### src/rtl/alu_cmd_pkg.sv
// Shared definitions for the UART command frontend of the 8-bit ALU tile:
// ALU control codes, opcode range and FSM state encodings.
package alu_cmd_pkg;

    localparam int DATA_W = 8;

    localparam logic [DATA_W-1:0] CTRL_IDLE = 8'd0;
    localparam logic [DATA_W-1:0] CTRL_LD_A = 8'd1;
    localparam logic [DATA_W-1:0] CTRL_LD_B = 8'd2;
    localparam logic [DATA_W-1:0] CTRL_ADD  = 8'd4;
    localparam logic [DATA_W-1:0] CTRL_SUB  = 8'd5;
    localparam logic [DATA_W-1:0] CTRL_AND  = 8'd6;
    localparam logic [DATA_W-1:0] CTRL_OR   = 8'd7;

    // Opcode bytes accepted in the first position of a frame.
    localparam logic [DATA_W-1:0] OPC_MIN = CTRL_ADD;
    localparam logic [DATA_W-1:0] OPC_MAX = CTRL_OR;

    typedef enum logic [2:0] {
        F_OPC,
        F_A,
        F_B,
        F_ISS_A,
        F_ISS_B,
        F_ISS_OP
    } frame_state_t;

    typedef enum logic [1:0] {
        RX_IDLE,
        RX_START,
        RX_DATA,
        RX_STOP
    } rx_state_t;

    function automatic logic opc_valid(input logic [DATA_W-1:0] b);
        return (b >= OPC_MIN) && (b <= OPC_MAX);
    endfunction

endpackage

### src/rtl/uart_rx_8n1.sv
// 8N1 UART receiver: 2-flop synchronizer, mid-bit sampling timer,
// RX FSM and LSB-first shift register. Emits one-cycle byte/error pulses.
module uart_rx_8n1
    import alu_cmd_pkg::*;
#(
    parameter int CLKS_PER_BIT = 16
) (
    input  logic              clk,
    input  logic              rst_n,
    input  logic              rx_i,
    output logic [DATA_W-1:0] data_byte,
    output logic              byte_valid,
    output logic              frame_err,
    output logic              rx_active
);

    localparam int CNT_W = $clog2(CLKS_PER_BIT);
    localparam logic [CNT_W-1:0] HALF_LAST = CNT_W'(CLKS_PER_BIT / 2 - 1);
    localparam logic [CNT_W-1:0] FULL_LAST = CNT_W'(CLKS_PER_BIT - 1);

    logic              rx_meta;
    logic              rx_s;
    rx_state_t         state;
    rx_state_t         state_nxt;
    logic [CNT_W-1:0]  cnt;
    logic [CNT_W-1:0]  cnt_nxt;
    logic [2:0]        bit_idx;
    logic [2:0]        bit_idx_nxt;
    logic [DATA_W-1:0] shreg;
    logic [DATA_W-1:0] shreg_nxt;
    logic              byte_valid_nxt;
    logic              frame_err_nxt;

    // Two-flop synchronizer; resets to the idle (high) line level.
    always_ff @(posedge clk) begin
        if (!rst_n) begin
            rx_meta <= 1'b1;
            rx_s    <= 1'b1;
        end else begin
            rx_meta <= rx_i;
            rx_s    <= rx_meta;
        end
    end

    // Control state: FSM, bit timer, bit index and the result pulses.
    always_ff @(posedge clk) begin
        if (!rst_n) begin
            state      <= RX_IDLE;
            cnt        <= '0;
            bit_idx    <= '0;
            byte_valid <= 1'b0;
            frame_err  <= 1'b0;
        end else begin
            state      <= state_nxt;
            cnt        <= cnt_nxt;
            bit_idx    <= bit_idx_nxt;
            byte_valid <= byte_valid_nxt;
            frame_err  <= frame_err_nxt;
        end
    end

    // Received data bits; only meaningful alongside byte_valid.
    always_ff @(posedge clk) begin
        shreg <= shreg_nxt;
    end

    // Next-state logic: the timer is re-zeroed at each sample point so
    // later samples stay centred on the bit cells.
    always_comb begin
        state_nxt      = state;
        cnt_nxt        = cnt + 1'b1;
        bit_idx_nxt    = bit_idx;
        shreg_nxt      = shreg;
        byte_valid_nxt = 1'b0;
        frame_err_nxt  = 1'b0;
        case (state)
            RX_IDLE: begin
                cnt_nxt = '0;
                if (!rx_s) state_nxt = RX_START;
            end
            RX_START: begin
                if (cnt == HALF_LAST) begin
                    cnt_nxt     = '0;
                    bit_idx_nxt = '0;
                    state_nxt   = rx_s ? RX_IDLE : RX_DATA;
                end
            end
            RX_DATA: begin
                if (cnt == FULL_LAST) begin
                    cnt_nxt     = '0;
                    shreg_nxt   = {rx_s, shreg[DATA_W-1:1]};
                    bit_idx_nxt = bit_idx + 3'd1;
                    if (bit_idx == 3'd7) state_nxt = RX_STOP;
                end
            end
            RX_STOP: begin
                if (cnt == FULL_LAST) begin
                    cnt_nxt        = '0;
                    state_nxt      = RX_IDLE;
                    byte_valid_nxt = rx_s;
                    frame_err_nxt  = !rx_s;
                end
            end
            default: state_nxt = RX_IDLE;
        endcase
    end

    assign data_byte = shreg;
    assign rx_active = (state != RX_IDLE);

endmodule

### src/rtl/alu_cmd_uart_frontend.sv
// UART command frontend: parses (opcode, A, B) frames from the serial
// receiver and replays them as load-A, load-B, execute steps on the ALU bus.
module alu_cmd_uart_frontend
    import alu_cmd_pkg::*;
#(
    parameter int CLKS_PER_BIT  = 16,
    parameter int FRAME_TIMEOUT = 1023
) (
    input  logic              clk,
    input  logic              rst_n,
    input  logic              rx_i,
    output logic [DATA_W-1:0] out_data,
    output logic [DATA_W-1:0] out_ctrl,
    output logic              out_valid,
    input  logic              out_ready,
    output logic              busy,
    output logic              err_frame,
    output logic              err_opcode,
    output logic              err_overrun
);

    localparam int TMO_W = $clog2(FRAME_TIMEOUT + 1);
    localparam logic [TMO_W-1:0] TMO_LAST = TMO_W'(FRAME_TIMEOUT - 1);

    logic [DATA_W-1:0] rx_byte;
    logic              byte_valid;
    logic              frame_err;
    logic              rx_active;

    frame_state_t      state;
    frame_state_t      state_nxt;
    logic [DATA_W-1:0] op_q;
    logic [DATA_W-1:0] a_q;
    logic [DATA_W-1:0] b_q;
    logic              op_ld;
    logic              a_ld;
    logic              b_ld;
    logic [TMO_W-1:0]  tmo_cnt;
    logic              in_operand;
    logic              tmo_hit;
    logic              issue_ack;
    logic              err_opcode_nxt;
    logic              err_overrun_nxt;
    logic              valid_nxt;
    logic [DATA_W-1:0] ctrl_nxt;
    logic [DATA_W-1:0] data_nxt;

    uart_rx_8n1 #(
        .CLKS_PER_BIT(CLKS_PER_BIT)
    ) u_rx (
        .clk       (clk),
        .rst_n     (rst_n),
        .rx_i      (rx_i),
        .data_byte (rx_byte),
        .byte_valid(byte_valid),
        .frame_err (frame_err),
        .rx_active (rx_active)
    );

    assign in_operand = (state == F_A) || (state == F_B);
    // Fires on the cycle the counter would reach FRAME_TIMEOUT.
    assign tmo_hit    = in_operand && !rx_active && (tmo_cnt == TMO_LAST);
    assign issue_ack  = out_valid && out_ready;

    // Idle timer for a partially received frame; any RX activity restarts it.
    always_ff @(posedge clk) begin
        if (!rst_n) begin
            tmo_cnt <= '0;
        end else if (byte_valid || rx_active || tmo_hit || !in_operand) begin
            tmo_cnt <= '0;
        end else begin
            tmo_cnt <= tmo_cnt + 1'b1;
        end
    end

    // Operand latches; contents only matter once the frame is complete.
    always_ff @(posedge clk) begin
        if (op_ld) op_q <= rx_byte;
        if (a_ld)  a_q  <= rx_byte;
        if (b_ld)  b_q  <= rx_byte;
    end

    // Frame FSM next state; a received byte wins over error and timeout.
    always_comb begin
        state_nxt       = state;
        op_ld           = 1'b0;
        a_ld            = 1'b0;
        b_ld            = 1'b0;
        err_opcode_nxt  = 1'b0;
        err_overrun_nxt = 1'b0;
        case (state)
            F_OPC: begin
                if (byte_valid) begin
                    if (opc_valid(rx_byte)) begin
                        op_ld     = 1'b1;
                        state_nxt = F_A;
                    end else begin
                        err_opcode_nxt = 1'b1;
                    end
                end
            end
            F_A: begin
                if (byte_valid) begin
                    a_ld      = 1'b1;
                    state_nxt = F_B;
                end else if (frame_err || tmo_hit) begin
                    state_nxt = F_OPC;
                end
            end
            F_B: begin
                if (byte_valid) begin
                    b_ld      = 1'b1;
                    state_nxt = F_ISS_A;
                end else if (frame_err || tmo_hit) begin
                    state_nxt = F_OPC;
                end
            end
            F_ISS_A: begin
                err_overrun_nxt = byte_valid;
                if (issue_ack) state_nxt = F_ISS_B;
            end
            F_ISS_B: begin
                err_overrun_nxt = byte_valid;
                if (issue_ack) state_nxt = F_ISS_OP;
            end
            F_ISS_OP: begin
                err_overrun_nxt = byte_valid;
                if (issue_ack) state_nxt = F_OPC;
            end
            default: state_nxt = F_OPC;
        endcase
    end

    // Bus values for the state being entered, so a step is visible
    // together with its state and holds while the consumer stalls.
    always_comb begin
        valid_nxt = 1'b0;
        ctrl_nxt  = CTRL_IDLE;
        data_nxt  = '0;
        case (state_nxt)
            F_ISS_A: begin
                valid_nxt = 1'b1;
                ctrl_nxt  = CTRL_LD_A;
                data_nxt  = a_q;
            end
            F_ISS_B: begin
                valid_nxt = 1'b1;
                ctrl_nxt  = CTRL_LD_B;
                data_nxt  = b_q;
            end
            F_ISS_OP: begin
                valid_nxt = 1'b1;
                ctrl_nxt  = op_q;
            end
            default: ;
        endcase
    end

    // State and registered outputs.
    always_ff @(posedge clk) begin
        if (!rst_n) begin
            state       <= F_OPC;
            out_valid   <= 1'b0;
            out_ctrl    <= '0;
            out_data    <= '0;
            busy        <= 1'b0;
            err_frame   <= 1'b0;
            err_opcode  <= 1'b0;
            err_overrun <= 1'b0;
        end else begin
            state       <= state_nxt;
            out_valid   <= valid_nxt;
            out_ctrl    <= ctrl_nxt;
            out_data    <= data_nxt;
            busy        <= (state_nxt != F_OPC);
            err_frame   <= frame_err;
            err_opcode  <= err_opcode_nxt;
            err_overrun <= err_overrun_nxt;
        end
    end

endmodule
### config.mk
export PLATFORM = sky130hd
export DESIGN_NAME = alu_cmd_uart_frontend
export DESIGN_NICKNAME = d
export VERILOG_FILES = /design/src/rtl/alu_cmd_pkg.sv /design/src/rtl/uart_rx_8n1.sv /design/src/rtl/alu_cmd_uart_frontend.sv
export SDC_FILE = /design/constraint.sdc
export NUM_CORES = 1
export LEC_CHECK = 0
export ABC_CLOCK_PERIOD_IN_PS = 2800
export CAP_MARGIN = 20
export CELL_PAD_IN_SITES_DETAIL_PLACEMENT = 2
export CELL_PAD_IN_SITES_GLOBAL_PLACEMENT = 2
export CORE_MARGIN = 5
export CORE_UTILIZATION = 39
export DETAILED_ROUTE_END_ITERATION = 7
export HOLD_SLACK_MARGIN = 0.05
export PLACE_DENSITY = 0.83
export SETUP_SLACK_MARGIN = 0.15
export SLEW_MARGIN = 5
export SYNTH_ARGS = -nofsm -noshare
export SYNTH_HDL_FRONTEND = slang
export SYNTH_SLANG_ARGS = --single-unit
### constraint.sdc
create_clock -name clk -period 2.8 [get_ports clk]
set_clock_uncertainty 0.1 [all_clocks]
set_input_delay 0.42 -clock clk [delete_from_list [all_inputs] [get_ports clk]]
set_output_delay 0.42 -clock clk [all_outputs]
set_load 0.02 [all_outputs]
Yosys cells after proc, flatten, opt, wreduce, memory -nomap -nowiden
Index checks and enable logic that the tools add are counted.
{"block": "classes", "add_sub_neg": 3, "magnitude_cmp": 2, "n_eq_ne": 20, "muxes": 32, "bitwise_logic": 1, "n_reduce_logical": 27}
{"operator": "2-to-1 mux 3 bit", "count": 10}
{"operator": "case mux 8 bit (3 select lines)", "count": 1}
{"operator": "case mux 3 bit (6 select lines)", "count": 1}
{"operator": "case mux 8 bit (2 select lines)", "count": 1}
{"operator": "== test 3 bit, second input constant", "count": 5}
{"operator": "2-to-1 mux 2 bit", "count": 6}
{"operator": "case mux 4 bit (3 select lines)", "count": 1}
{"operator": "adder 10 x 1 -> 10 bit, second input constant", "count": 1}
{"operator": "== test 10 bit, second input constant", "count": 1}
{"operator": "== test 3 x 2 -> 1 bit, second input constant", "count": 3}
{"operator": "AND reduction 3 bit", "count": 3}
{"operator": "greater-or-equal comparator 8 x 3 -> 1 bit, second input constant", "count": 1}
{"operator": "<= comparator 8 x 3 -> 1 bit, second input constant", "count": 1}
{"operator": "2-to-1 mux 1 bit", "count": 8}
{"operator": "2-to-1 mux 4 bit", "count": 2}
{"operator": "inequality test 2 x 1 -> 1 bit, second input constant", "count": 4}
{"operator": "case mux 2 bit (4 select lines)", "count": 1}
{"operator": "case mux 3 bit (2 select lines)", "count": 1}
{"operator": "OR reduction 3 bit", "count": 2}
{"operator": "logical OR 1 bit", "count": 5}
{"operator": "AND reduction 5 bit", "count": 1}
{"operator": "adder 4 x 1 -> 4 bit, second input constant", "count": 1}
{"operator": "== test 2 bit, second input constant", "count": 2}
{"operator": "== test 4 x 3 -> 1 bit, second input constant", "count": 1}
{"operator": "other kinds (14)", "count": 22}
{"block": "word_totals", "register_bits": 79, "in_bits": 4, "out_inout_bits": 21}

Logic depth before layout (Yosys ltp)
{"block": "depth", "ltp_word": 11, "depth_mapped": 7}

Modules after synthesis
Synthesis repeated with hierarchy kept, for this count alone.
{"block": "hier_totals", "hier_cells": 238, "area_unflattened_um2": 2956.6}
{"mod": "alu_cmd_uart_frontend", "instances": 1, "cells_per_inst": 167, "area_each_um2": 2148.3, "seq_area_each_um2": 1401.3}
{"mod": "uart_rx_8n1", "instances": 1, "cells_per_inst": 71, "area_each_um2": 808.3, "seq_area_each_um2": 500.5}

Worst setup path before layout
Ideal clock, no wire load.
{"block": "synth_path", "path_type": "register to register", "startpoint": "register state[0]", "endpoint": "register a_q[0] (enable)", "setup_time_ps": 398, "t_arrival_ps": 1458, "path_slack_ps": 844, "stages_incl_launch_ff": 4, "cell_sequence": "dfxtp_1 buf_6 inv_4 nor4b_1"}
{"block": "synth_via", "elab_chain_cells": 2}
{"item": "start, declared", "line_no": "alu_cmd_uart_frontend.sv:30", "source": "frame_state_t state;"}
{"item": "start signal, assigned", "line_no": "alu_cmd_uart_frontend.sv:171", "source": "state <= state_nxt;"}
{"item": "== test 3 x 1 -> 1 bit", "line_no": "alu_cmd_uart_frontend.sv:91", "source": "case (state)"}
{"item": "2-to-1 mux 1 bit", "line_no": "alu_cmd_uart_frontend.sv:91"}
{"item": "via a_ld", "line_no": "alu_cmd_uart_frontend.sv:36", "source": "logic a_ld;"}
{"item": "end signal, assigned", "line_no": "alu_cmd_uart_frontend.sv:79", "source": "if (a_ld) a_q <= rx_byte;"}
{"item": "end, declared", "line_no": "alu_cmd_uart_frontend.sv:33", "source": "logic [DATA_W-1:0] a_q;"}
The timed path passes the listed nets, and every way through them passes these cells.
A chain may end at the register's enable or synchronous reset.

Final worst setup path
{"block": "layout_path", "startpoint": "register u_rx.shreg[6] (netlist: u_rx.data_byte[6])", "endpoint": "register op_q[6] (enable)"}
{"block": "layout_via", "elab_chain_cells": 5}
{"item": "start, declared", "line_no": "uart_rx_8n1.sv:29", "source": "logic [DATA_W-1:0] shreg;"}
{"item": "start signal, assigned", "line_no": "uart_rx_8n1.sv:64", "source": "shreg <= shreg_nxt;"}
{"item": "greater-or-equal comparator 8 x 3 -> 1 bit / <= comparator 8 x 3 -> 1 bit (equally long branches)", "line_no": "alu_cmd_pkg.sv:36", "source": "return (b >= OPC_MIN) && (b <= OPC_MAX);"}
{"item": "logical AND 1 bit (*)", "line_no": "alu_cmd_pkg.sv:36"}
{"item": "2-to-1 mux 1 bit (*)", "line_no": "alu_cmd_uart_frontend.sv:94", "source": "if (opc_valid(rx_byte)) begin"}
{"item": "2-to-1 mux 1 bit (*)", "line_no": "alu_cmd_uart_frontend.sv:93", "source": "if (byte_valid) begin"}
{"item": "2-to-1 mux 1 bit (*)", "line_no": "alu_cmd_uart_frontend.sv:91"}
{"item": "via op_ld", "line_no": "alu_cmd_uart_frontend.sv:35", "source": "logic op_ld;"}
{"item": "end signal, assigned", "line_no": "alu_cmd_uart_frontend.sv:78", "source": "if (op_ld) op_q <= rx_byte;"}
{"item": "end, declared", "line_no": "alu_cmd_uart_frontend.sv:32", "source": "logic [DATA_W-1:0] op_q;"}
The timed path passes the listed nets; every way through them passes the cells marked *.

==> impl_metrics.toml <==
[global_routing]
overflow = 0
grt_max_degree = 16
grt_pass1_vias = 2131
grt_usage_pct = 15.36
grt_pass1_wl_mm = 11.26
antenna_found_initial = 0

[logic_synthesis]
yosys.area.top_type_share_pct = 32.50
yosysMostFrequentCell = "dfxtp_1"
syn-mean-instance-area_um2 = 12.48
synth_top_area_cell = "edfxtp_1"
syn_area_um2 = 2957
synth_ff_type = "dfxtp_1"
synth_commonest_cells = "dfxtp_1, edfxtp_1, nor2_1"
yosys_warnings = 0
synth_seq_area_share_pct = 64.33
ys_types = 46
async_flop_share_pct = 0
synth_area_leaders = "edfxtp_1, dfxtp_1, ha_1, nor2_1, a22o_1"
syn_nets = 251
ys_ff_latch = 79
synth_edf_count = 32
postSynthCellCount = 237

[power]
leakagePower_nw = 1.262
ir_drop_mv = 0.2496
powerDensity_nw_per_um2 = 586.6

[die]
io_pins = 25
num_rows = 31
die_area_um2 = 9423
die_w_um = 97.07
die_h_um = 97.07
core_region_area_um2 = 7331
start_util_pct = 40.33

[clock_tree]
postCtsResizedCells = 0
clk_pin_slew_worst_paths_ns = 0.09
cts_tree = "built"
postCtsSetupBuffers = 0
ctsHtreeMaxLevel = 3
holdBufCountCts = 0
insertion_delay_ns = 0.35
clockBufferDepth = 2
cts_buffers = 9
cts.sinks = 79
root_buffer = "clkbuf_8"

[timing]
grt_setup_unrepaired = "false"
setup-tns-final_ns = 0
max_freq_mhz = 437.7
drv_slew = 0
finalSetupViolations = 0
relSlewSlack_pct = 48.77
fin_crit_sh_pct = 81.59
worst_pin_slew_ns = 0.7633
period_needed_ns = 2.284
hold_violations = 0
fin_ws_ns = 0.5156

[setup_path]
worst-path-max-fanout = 5
crit_arrival_ns = 2.26
cp_top_family = "simple AND/OR/NAND/NOR gates"
crit_slowest_cell = "nor4_1"
timing.critical_path.buf_inv = 1
r2r_cells = 4
critPathCaptureType = "flop"
worstPathRequired_ns = 2.78
critPathKind = "reg2reg"
start_kind = "flop"
path_cells = "nor4_1 -> nand3b_1 -> nor2b_1 -> buf_4"
slowest_delay_ns = 0.58
cp.depth = 4

[cells_and_area]
syn2layout_area_growth_pct = 19.17
multi_input_area_um2 = 998.5
antenna_cells = 0
stdcell_count = 378
regArea_um2 = 1902
drive_gt1_share_pct = 11.11
fin_nets = 288
n_fill_cell = 718

[routing]
avgViaCountPerCell = 5.048
drt_iter0_markers = 41
route.antenna.remaining_nets = 0
wl_per_cell_um = 18.17
vias = 1908
routed_wl_mm = 6.869
drc_errors = 0
first_pass_iters = 4

[placement]
dp_hpwl_mm = 4.939
gp_congestion = 0.7867
io_buffer_count = 24
place_ws_ns = 0.3322
place_inst = 362

[outcome]
outcome = "complete, no violations"

[worst_hold_path]
hold_class = "reg2reg"
min_path_cells = 1

[job]
drv_cap = 0
[layout by cell type (no fill, tap or decap), types with 7 or more instances in the layout]
| cell | instances |
|---|---|
| edfxtp_1 | 32 |
| and2_1 | 10 |
| nand2_1 | 7 |
| ha_1 | 10 |
| dfxtp_1 | 47 |
| nand3_1 | 10 |
| clkdlybuf4s50_1 | 24 |
| a22o_1 | 8 |
| inv_1 | 7 |
| clkbuf_8 | 9 |
| nor2_1 | 28 |
[path summary, 6_finish.rpt]
| check | from | slack, ns | end |
|---|---|---|---|
| max | u_rx.data_byte[6] | 0.52 | op_q[6] |
| min | u_rx.rx_meta | 0.32 | u_rx.rx_s |
| max reg2reg | u_rx.data_byte[6] | 0.52 | op_q[6] |
| min reg2reg | u_rx.rx_meta | 0.32 | u_rx.rx_s |
[area by class of cell]
| class | count | area share (%) |
|---|---|---|
| multi-input combinational | 146 | 28.34 |
| inverter | 8 | 0.9233 |
| clock buffer | 9 | 3.516 |
| tap | 99 | 3.516 |
| sequential | 79 | 53.98 |
| timing repair buffer | 30 | 8.097 |
| clock inverter | 7 | 1.634 |
[where the power goes]
part           internal, mW  leakage [nW]  switching (mW)
combinational        0.0405         0.506          0.0562
clock                 0.332        0.0894           0.433
sequential             1.19         0.667          0.0109
total                  1.57          1.26           0.500
[sequential cells by signal (all words and copies together), names as in the netlist, 3 cells and up, named ones only]
name and count:
u_rx.cnt 4, op_q 8, state 3, out_data 8, u_rx.data_byte 8, a_q 8
tmo_cnt 10, u_rx.bit_idx 3, out_ctrl 8, b_q 8
[kinds of logic (layout without fill, tap and decap cells)]
group           after synthesis  count (layout)  synth area share, %
simple gates                 90              90                16.80
flops                        79              79                64.32
fa+ha+maj                    10              10                4.232
buf+inv                      12              54                1.905
compound gates               30              30                7.829
mux                           4               4                1.354
xor+xnor                     12              12                3.555
[through the flow]
step	hold WS [ns]	power [mW]	util, %	instance area [um^2]
after floorplan	0.2863	1.298	-	2957
after global placement	0.2904	1.324	45.59	3342
after detailed placement	0.3049	1.328	45.59	3342
after CTS	0.3304	2.091	48.06	3523
after global routing	0.3632	2.160	48.06	3523
final	0.3249	2.067	48.06	3523
[metal layers]
layer / global-route usage, % / vias to the layer above / share of wire (%)
met2: 27.18 / 24 / 54
met1: 17.74 / 958 / 42
li1: - / 917 / -
met3: 3.518 / 9 / 2.8
met4: 6.479 / 0 / 1.5
met5: 0 / - / 0
No activity file was read; power rests on OpenSTA's default activity.
